===== config.mk =====
export PLATFORM = sky130hd
export DESIGN_NAME = board_scanner
export DESIGN_NICKNAME = d
export VERILOG_FILES = /design/src/rtl/board_pkg.sv /design/src/rtl/sync2.sv /design/src/rtl/board_scanner.sv
export SDC_FILE = /design/constraint.sdc
export NUM_CORES = 1
export LEC_CHECK = 0
export ABC_AREA = 0
export CORE_MARGIN = 2
export CORE_UTILIZATION = 55
export CTS_CLUSTER_SIZE = 14
export DETAILED_ROUTE_END_ITERATION = 10
export PLACE_DENSITY_LB_ADDON = 0.2
export SETUP_SLACK_MARGIN = 0.3
export SLEW_MARGIN = 20
export SYNTH_ARGS = -nofsm -noshare
export SYNTH_HDL_FRONTEND = slang
export SYNTH_SLANG_ARGS = --single-unit

===== constraint.sdc =====
create_clock -name clk -period 4.67 [get_ports clk]
set_clock_uncertainty 0.1 [all_clocks]
set_input_delay 0.7005 -clock clk [delete_from_list [all_inputs] [get_ports clk]]
set_output_delay 0.7005 -clock clk [all_outputs]
set_load 0.03 [all_outputs]

===== src/rtl/board_pkg.sv =====
// rtl/board_pkg.sv - shared board geometry and scanner state type
package board_pkg;

    localparam int NUM_ROWS   = 8;
    localparam int NUM_COLS   = 8;
    localparam int BOARD_BITS = NUM_ROWS * NUM_COLS;

    typedef enum logic [1:0] {
        IDLE = 2'd0,
        LOAD = 2'd1,
        SCAN = 2'd2,
        DONE = 2'd3
    } scan_state_t;

endpackage


===== src/rtl/sync2.sv =====
// rtl/sync2.sv - two-flop synchronizer for asynchronous inputs
module sync2 #(
    parameter int WIDTH = 1
) (
    input  logic             clk,
    input  logic             reset_n,
    input  logic [WIDTH-1:0] d,
    output logic [WIDTH-1:0] q
);

    logic [WIDTH-1:0] meta;

    always_ff @(posedge clk or negedge reset_n) begin
        if (!reset_n) begin
            meta <= '0;
            q    <= '0;
        end else begin
            meta <= d;
            q    <= meta;
        end
    end

endmodule


===== src/rtl/board_scanner.sv =====
// rtl/board_scanner.sv - row-strobed 8x8 piece sensor scanner with stability filter
module board_scanner
    import board_pkg::*;
#(
    parameter int SETTLE_CYCLES = 16,
    parameter int STABLE_SCANS  = 3,
    parameter int MAX_SCANS     = 255
) (
    input  logic                  clk,
    input  logic                  reset_n,
    input  logic                  load,
    input  logic [NUM_COLS-1:0]   col_n,
    output logic [NUM_ROWS-1:0]   row_n,
    output logic [BOARD_BITS-1:0] boardState,
    output logic                  done,
    output logic                  unstable
);

    localparam int SW = $clog2(SETTLE_CYCLES + 1);
    localparam int MW = $clog2(STABLE_SCANS + 1);
    localparam int CW = $clog2(MAX_SCANS + 1);
    localparam int RW = $clog2(NUM_ROWS);

    scan_state_t           state, state_nxt;
    logic                  load_s;
    logic [NUM_COLS-1:0]   col_s;
    logic [RW-1:0]         row, row_nxt;
    logic [SW-1:0]         settle_cnt, settle_nxt;
    logic [MW-1:0]         match_cnt, match_nxt;
    logic [CW-1:0]         scan_cnt, scan_nxt;
    logic [BOARD_BITS-1:0] scan_buf, prev_buf, buf_nxt;
    logic [NUM_ROWS-1:0]   row_n_nxt;
    logic                  done_nxt;
    logic                  row_end, scan_end, stable_hit, publish, pub_ahead;

    sync2 #(.WIDTH(1)) u_sync_load (
        .clk     (clk),
        .reset_n (reset_n),
        .d       (load),
        .q       (load_s)
    );

    sync2 #(.WIDTH(NUM_COLS)) u_sync_col (
        .clk     (clk),
        .reset_n (reset_n),
        .d       (col_n),
        .q       (col_s)
    );

    always_comb begin
        row_end    = (state == SCAN) && (settle_cnt == SW'(SETTLE_CYCLES));
        scan_end   = row_end && (row == RW'(NUM_ROWS - 1));
        stable_hit = (match_cnt >= MW'(STABLE_SCANS));
        publish    = (state == SCAN) && !load_s && (stable_hit || scan_cnt >= CW'(MAX_SCANS));
        buf_nxt    = scan_buf;
        buf_nxt[int'(row)*NUM_COLS +: NUM_COLS] = ~col_s;
        if (scan_cnt == '0 || buf_nxt != prev_buf)
            match_nxt = MW'(1);
        else if (match_cnt == MW'(STABLE_SCANS))
            match_nxt = match_cnt;
        else
            match_nxt = match_cnt + MW'(1);
        scan_nxt  = (scan_cnt == CW'(MAX_SCANS)) ? scan_cnt : scan_cnt + CW'(1);
        // a publish will follow this scan, so keep the rows released meanwhile
        pub_ahead = scan_end && (match_nxt >= MW'(STABLE_SCANS) || scan_nxt >= CW'(MAX_SCANS));
    end

    always_ff @(posedge clk or negedge reset_n) begin
        if (!reset_n)
            state <= IDLE;
        else
            state <= state_nxt;
    end

    always_comb begin
        state_nxt = state;
        case (state)
            IDLE:    if (load_s) state_nxt = LOAD;
            LOAD:    if (!load_s) state_nxt = SCAN;
            SCAN:    if (load_s) state_nxt = LOAD;
                     else if (publish) state_nxt = DONE;
            DONE:    if (load_s) state_nxt = LOAD;
            default: state_nxt = IDLE;
        endcase
    end

    always_comb begin
        row_nxt    = row;
        settle_nxt = settle_cnt;
        if (state != SCAN || state_nxt != SCAN) begin
            row_nxt    = '0;
            settle_nxt = '0;
        end else if (row_end) begin
            row_nxt    = row + RW'(1);
            settle_nxt = '0;
        end else begin
            settle_nxt = settle_cnt + SW'(1);
        end
        row_n_nxt = '1;
        if (state_nxt == SCAN && !pub_ahead)
            row_n_nxt = ~(NUM_ROWS'(1) << row_nxt);
        done_nxt = (state_nxt == DONE);
    end

    always_ff @(posedge clk or negedge reset_n) begin
        if (!reset_n) begin
            row        <= '0;
            settle_cnt <= '0;
            match_cnt  <= '0;
            scan_cnt   <= '0;
            scan_buf   <= '0;
            prev_buf   <= '0;
            row_n      <= '1;
            done       <= 1'b0;
            unstable   <= 1'b0;
            boardState <= '0;
        end else begin
            row        <= row_nxt;
            settle_cnt <= settle_nxt;
            row_n      <= row_n_nxt;
            done       <= done_nxt;
            if (state == LOAD) begin
                match_cnt <= '0;
                scan_cnt  <= '0;
            end else if (row_end) begin
                scan_buf <= buf_nxt;
                if (scan_end) begin
                    prev_buf  <= buf_nxt;
                    match_cnt <= match_nxt;
                    scan_cnt  <= scan_nxt;
                end
            end
            if (publish) begin
                boardState <= scan_buf;
                unstable   <= !stable_hit;
            end
        end
    end

endmodule


Yosys cells after proc, flatten, opt, wreduce, memory -nomap -nowiden
Cells that the tools add are included.
Word-level totals
  output and inout bits: 74
  logic and storage cells: 83
  register bits: 240
  ROM bits: 0
  bits in latches: 0
  input port bits: 11
  bits in writable memories: 0
  memories kept: 0
Cells by class
  add/sub/neg operators: 5
  divide/modulo/power cells: 0
  bitwise operators: 3
  shifts and indexed selects: 3
  multipliers: 0
  equality and inequality tests: 12
  magnitude comparators: 4
  muxes and demuxes: 20
  reductions and logical operators: 21
Operators by type and width (count)
  64-bit bitwise mux: 1
  64-bit != test: 1
  8-bit by 33-bit variable shift with 64-bit output, first input constant: 1
  8-bit by 33-bit variable part select with 64-bit output: 1
  8-bit 2-to-1 mux: 5
  6-bit negator with 33-bit output: 1
  2-bit 2-to-1 mux: 9
  8-bit greater-or-equal comparator, second input constant: 2
  8-bit NOT: 2
  2-bit equality test, second input constant: 5
  5-bit 2-to-1 mux: 2
  8-bit by 1-bit adder with 8-bit output, second input constant: 1
  8-bit equality test, second input constant: 1
  8-bit logical NOT: 1
  1-bit by 3-bit << shifter with 8-bit output, first input constant: 1
  1-bit logical AND: 6
  3-bit 2-to-1 mux: 2
  2-bit case mux with 3 select lines: 1
  5-bit by 1-bit adder with 5-bit output, second input constant: 1
  5-bit equality test, second input constant: 1
  2-bit greater-or-equal comparator, second input constant: 2
  1-bit logical OR: 4
  2-bit != test, second input constant: 2
  2-bit AND reduction: 2
  other kinds (10): 13

Logic depth before layout (Yosys ltp)
Gate-level depths: netlist (run 1).
  depth in word-level cells: 12
  gate-level depth with buffers: 17
  depth with buffers taken out: 11

Modules after synthesis
Synthesis (run 1) repeated with hierarchy kept, for this count alone.
Unflattened totals
  cells, all modules: 1120
  area, all modules: 11639.9 µm²
Modules (own cells, without submodules)
  board_scanner: seq. area each 5565.3 µm², times used 1, area each 11189.5 µm², cells each 1102
  sync2 (u_sync_col): seq. area each 400.4 µm², times used 1, area each 400.4 µm², cells each 16
  sync2 (u_sync_load): seq. area each 50.0 µm², times used 1, area each 50.0 µm², cells each 2

Worst setup path before layout (run 1)
Ideal clock, no wire load.
  path type: register to register
  start: register row[1]
  end: register match_cnt[0]
  data required time: 4.446 ns
  cell stages (with the launch flop): 17
  buffers on the path: 5
  period minus slack after synthesis: 4.064 ns
  setup time: 0.124 ns
  setup slack: 0.606 ns
  arrival time: 3.840 ns
  cell sequence: dfrtp_1 > clkbuf_1 > buf_2 > inv_1 > ha_1 > ha_1 > buf_6 > or4b_1 > clkbuf_2 > or2_1 > buf_6 > a2111o_1 > nor4_1 > nand4_1 > nor4_2 > nand3_1 > o31a_1
On the way
  cells in the longest elaborated chain, start to end: 9
  elaborated cells between the ends (all ways): 14
  classes of those cells: add/sub (1); eq/ne (2); shift (2); mux (5); reduce/logical (4)
Ends and longest elaborated chain
  start: declaration: RTL line board_scanner.sv:27  | logic [RW-1:0] row, row_nxt;
  start signal: assignment: RTL line board_scanner.sv:118  | row <= row_nxt;
  6-bit negator with 33-bit output: RTL line board_scanner.sv:56  | buf_nxt[int'(row)*NUM_COLS +: NUM_COLS] = ~col_s;
  8-bit by 33-bit variable part select with 64-bit output / 8-bit by 33-bit variable shift with 64-bit output (equally long branches): RTL line board_scanner.sv:56
  64-bit bitwise mux: RTL line board_scanner.sv:56
  64-bit != test: RTL line board_scanner.sv:57  | if (scan_cnt == '0 || buf_nxt != prev_buf)
  1-bit logical OR: RTL line board_scanner.sv:57
  2-bit 2-to-1 mux: RTL line board_scanner.sv:57
  2-bit 2-to-1 mux: RTL line board_scanner.sv:127  | if (scan_end) begin
  2-bit 2-to-1 mux: RTL line board_scanner.sv:125  | end else if (row_end) begin
  2-bit 2-to-1 mux: RTL line board_scanner.sv:122  | if (state == LOAD) begin
  end signal: assignment: RTL line board_scanner.sv:129  | match_cnt <= match_nxt;
  end: declaration: RTL line board_scanner.sv:29  | logic [MW-1:0] match_cnt, match_nxt;
Parallel ways exist; a longest one is shown, timed or not. The select of a mux whose other input is x is not followed.
A chain may end at the register's enable or synchronous reset.

Worst setup path in the final report (run 1)
  start: register row[0]
  end: register match_cnt[0]
The elaborated chain is that of the path after synthesis.

==> results of run 1 <==
-- sequential cells by signal, summed over array words and instances (netlist names), 5 cells and up --
name and count:
boardState 64, prev_buf 64, scan_buf 64, row_n 8
scan_cnt 8, u_sync_col.meta 8, u_sync_col.q 8, settle_cnt 5
-- power by group --
part | leakage (nW) | switching [mW] | internal [mW] | total, mW
combinational | 2.43 | 0.144 | 0.0684 | 0.212
clock | 0.417 | 0.835 | 1.25 | 2.09
sequential | 3.28 | 0.0246 | 2.11 | 2.13
total | 6.13 | 1.00 | 3.43 | 4.43
-- path summary, 6_finish.rpt --
path,start,endpoint,slack (ns),depth (start not counted)
max in group asynchronous,reset_n,scan_buf[2],3.33,2
min in group clk,u_sync_col.meta[7],u_sync_col.q[7],0.25,0
worst min register to register,u_sync_col.meta[7],u_sync_col.q[7],0.25,0
worst min-delay path,reset_n,scan_buf[62],0.05,1
worst max-delay path,row[0],match_cnt[0],0.50,11
worst max register to register,row[0],match_cnt[0],0.50,11
-- cell families after synthesis --
logic type,Yosys count,share of synthesized area
buf+inv,109,0.0367
xor+xnor,41,0.0307
simple gates,355,0.153
flops,240,0.514
compound gates,263,0.140
mux,118,0.110
fa+ha+maj,14,0.0150
-- per-layer routing --
layer / track usage / vias up / wire length, µm
met4: 0.0962 / 0 / 850
met3: 0.0378 / 61 / 2100
met2: 0.440 / 364 / 14300
met1: 0.430 / 4455 / 14300
li1: - / 4229 / -
met5: 0 / - / 0
-- cell type report --
| class | instances | area (µm²) |
|---|---|---|
| clock buffers | 30 | 674 |
| multi-input cells | 791 | 5270 |
| well taps | 275 | 344 |
| flip-flops and latches | 240 | 6020 |
| diodes | 1 | 2.50 |
| inverters | 31 | 116 |
| fillers | 1672 | 7190 |
| repair buffers | 121 | 1150 |
| clock inverters | 15 | 189 |
-- cells in the final DEF, fill, tap and decap left out, drive strengths merged, types with 6 or more instances in the layout --
cell type	n
nand2b	12
buf	38
and3	11
ha	14
o22ai	8
mux2	86
o21ai	64
clkbuf	30
dfrtp	232
nor4	11
nand3	20
nor4b	10
clkinv	7
nor2b	8
xnor2	22
nor3	17
nand4	15
or4b	8
nor2	114
or2	6
dfstp	8
o211ai	7
o31ai	7
nand2	89
xor2	19
inv	31
nor4bb	7
a21oi	99
o311ai	8
a31oi	8
clkdlybuf4s50	83
mux2i	32
==> impl_metrics.ini, run 1 <==
[floorplanning]
die_h_um = 150
rows = 53
die_x_um = 150
initial_core_util = 0.558
core-area_um2 = 21000
io_pins = 85
die_area_um2 = 22500

[worst_setup_path]
cpPeakStageDelay_ns = 0.76
cp-end-kind = flop
path_class = flop to flop
path_cells = inv_1 -> ha_1 -> ha_1 -> buf_4 -> or4b_2 -> mux2_2 -> a2111oi_0 -> nand4_1 -> nor4_1 -> nand3_1 -> o31a_1
crit_fanout = 19
slowest_stage = or4b_2
cp-start-kind = flop
cp.arrival_ns = 4.48
cpLargestDelayFamily = simple AND/OR/NAND/NOR gates
worstPathRequired_ns = 4.98
crit_top_cell = ha_1
cp_num_buf_inv = 2

[place]
port_buffers = 84
dpl.hpwl_um = 22100
dpl_cell_area_um2 = 12900
routabilityCongestion = 0.981
dp.cells = 1458
pre_cts_ws_ns = 0.654

[pwr]
total_power_mw = 4.43
powerDensity_nw_per_um2 = 322
max-vdd-ir-drop_mv = 0.262
power.leakage_nw = 6.13

[layout]
final_util = 0.657
design_area_um2 = 13800
area_growth_pct = 17.7
instances_no_fill = 1504
drive_gt1_frac = 0.160
nets = 1235

[routing]
routedWlPerCell_um = 21.0
drt_pass1_iterations = 5
routed-via-count = 9109
drt_wl_total_um = 31600
via_per_inst = 6.06
final_antenna_net_count = 0
drt_iter0_markers = 752
drc = 0

[clocking]
cts_root_buf = clkbuf_16
clockBufferDepth = 3
htreeDepth = 1
cts_tree = built
cts.clk_slew.worst_paths_ns = 0.06
cts_setup_buffers = 0
cts_buffers = 25
cts.sinks = 240
cts.hold.buffers_added = 0
cts_resized = 0
clock_latency_ns = 0.53

[synthesis]
netlist_instances = 1140
avgSynthCellArea_um2 = 10.3
seq_area_frac_synth = 0.514
ys_ff_latch = 240
async_flop_share = 1.00
yosys.cell_count.top_type = dfrtp_1
yosys_warnings = 0
ys.flop_type = dfrtp_1
syn_area_um2 = 11700
synthTopCellsByArea = dfrtp_1 50%, mux2_2 8.3%, a21oi_1 4.2%
ys_types = 73
synth_fp_nets = 1165
synth_top_area_frac = 0.496
synth_edf_count = 0
yosysTopAreaCell = dfrtp_1
synth_commonest_cells = 232 x dfrtp_1, 114 x nor2_1, 99 x a21oi_1, 89 x nand2_1, 86 x mux2_2

[grt]
antenna_found_initial = 0
grt_pass1_wl_um = 50100
overflow = 0
grt_max_degree = 114
grt_usage = 0.289
first_global_vias = 8714

[worst_hold_path]
hold_class = primary input to async pin

[timing]
hold_ws_ns = 0.0498
setup_violations = 0
max_slew.worst_pin.slew_ns = 1.10
grt_setup_unrepaired = false
max-slew-margin-rel = 0.253
slew_viol_final = 0
min_period_ns = 4.17
hold_viol_final = 0
period_share = 0.894
fin_tns_setup_ns = 0
setup_ws_ns = 0.496
max_freq_mhz = 240

[run]
max_cap_viol_count = 0

[run_status]
status = completed
Power figures use the tool's default switching activity.
==> run 2, diff against run 1 <==
- SLEW_MARGIN: 20 -> 30
==> impl_metrics.ini, run 2 (same netlist as run 1, synthesis figures left out) <==
[clocking]
cts_root_buf = clkbuf_16
cts_resized = 0
clock_latency_ns = 0.53
cts.clk_slew.worst_paths_ns = 0.06
cts_setup_buffers = 0
cts_tree = built
htreeDepth = 1
cts_buffers = 25
cts.hold.buffers_added = 0
cts.sinks = 240
clockBufferDepth = 3

[routing]
drt_pass1_iterations = 5
via_per_inst = 6.08
drt_iter0_markers = 801
final_antenna_net_count = 0
drt_wl_total_um = 31800
routedWlPerCell_um = 21.1
drc = 0
routed-via-count = 9144

[timing]
grt_setup_unrepaired = false
max_freq_mhz = 240
max-slew-margin-rel = 0.436
setup_ws_ns = 0.501
hold_ws_ns = 0.0635
slew_viol_final = 0
setup_violations = 0
hold_viol_final = 0
fin_tns_setup_ns = 0
max_slew.worst_pin.slew_ns = 0.835
min_period_ns = 4.17
period_share = 0.893

[layout]
top_regs = boardState: 64 flops, prev_buf: 64 flops, scan_buf: 64 flops
final_cell_mix = 232 x dfrtp_1, 114 x nor2_1, 99 x a21oi_1, 89 x nand2_1, 86 x mux2_2
area_growth_pct = 17.5
drive_gt1_frac = 0.158
num-fill-cells = 1664
nets = 1236
antenna_cells = 0
layout_commonest_cell = dfrtp_1

[pwr]
clockPowerShare = 0.459
p_comb_frac = 0.049
p_int_mw = 3.36
max-vdd-ir-drop_mv = 0.320
p_seq_frac = 0.491
swShare = 0.226
total_power_mw = 4.34
powerDensity_nw_per_um2 = 316
power.leakage_nw = 6.11
p_sw_uw = 980

[grt]
grt_usage = 0.290
antenna_found_initial = 0
grt_util_met1 = 0.426
first_global_vias = 8890
use_met2 = 0.445
overflow = 0
grt_max_degree = 114
busiest_layer = met2
use_met3 = 0.0421
grt_pass1_wl_um = 50300

[worst_setup_path]
path_class = flop to flop
crit_top_cell = ha_1
cp.arrival_ns = 4.48
cp-end-kind = flop
cp_num_buf_inv = 2
cpLargestDelayFamily = simple AND/OR/NAND/NOR gates
cp-start-kind = flop
ff2ff_setup_slack_ns = 0.50
slowest_stage = or4b_2
path_cells = inv_1 -> ha_1 -> ha_1 -> buf_4 -> or4b_2 -> mux2_2 -> a2111oi_0 -> nand4_1 -> nor4_1 -> nand3_1 -> o31a_1
worstPathRequired_ns = 4.98
cpPeakStageDelay_ns = 0.76
crit_fanout = 19

[run]
max_cap_viol_count = 0

[floorplanning]
die_area_um2 = 22500
die_h_um = 150
initial_core_util = 0.558
core-area_um2 = 21000
die_x_um = 150
io_pins = 85
rows = 53

[place]
dpl.hpwl_um = 22200
routabilityCongestion = 0.981
port_buffers = 84
pre_cts_ws_ns = 0.666

[worst_hold_path]
hold_class = primary input to async pin

[run_status]
status = completed
[run 2: worst paths after layout]
kind	startpoint	endpoint	cells past startpoint
max	row[0]	match_cnt[0]	11
min	reset_n	scan_buf[62]	1
max reg2reg	row[0]	match_cnt[0]	11
min reg2reg	u_sync_col.meta[7]	u_sync_col.q[7]	0
max in group asynchronous	reset_n	boardState[7]	2
min in group clk	u_sync_col.meta[7]	u_sync_col.q[7]	0
[run 2: cell type report]
type | instances | area, µm² | area share
Clock buffer | 34 | 679 | 0.0494
Clock inverter | 10 | 130 | 0.00947
Inverter | 31 | 116 | 0.00847
Multi-Input combinational cell | 791 | 5290 | 0.385
Sequential cell | 240 | 6020 | 0.438
Tap cell | 275 | 344 | 0.0250
Timing Repair Buffer | 122 | 1170 | 0.0851
[run 2: routing by layer]
metal	wire, µm	part of all wire	up-vias
li1	-	-	4227
met1	14200	0.45	4484
met2	14300	0.45	358
met3	2150	0.067	75
met4	1070	0.034	0
met5	0	0	-
[run 2: power by group through the flow]
stage               clock (mW)  sequential, mW  combinational [mW]
floorplan                    0            2.17               0.101
global placement             0            2.17               0.213
detailed placement           0            2.17               0.215
CTS                       2.03            2.13               0.216
global route              2.12            2.13               0.241
finish                    1.99            2.13               0.213
[run 2: through the flow]
| step | area, µm² | std cells | util |
|---|---|---|---|
| after global placement | 12900 | 1458 | 0.615 |
| after floorplan | 11700 | 1140 | - |
| final | 13700 | 1503 | 0.656 |
| after detailed placement | 12900 | 1458 | 0.616 |
| after CTS | 13700 | 1502 | 0.654 |
| after global routing | 13700 | 1503 | 0.656 |
[run 2: worst register-to-register path: cells and delay by family, from the launching register on]
family	cells	cell delay, ns
buf+inv	2	0.32
flops	1	0.34
fa+ha+maj	2	0.45
mux	1	0.32
simple gates	4	1.80
compound gates	2	0.75
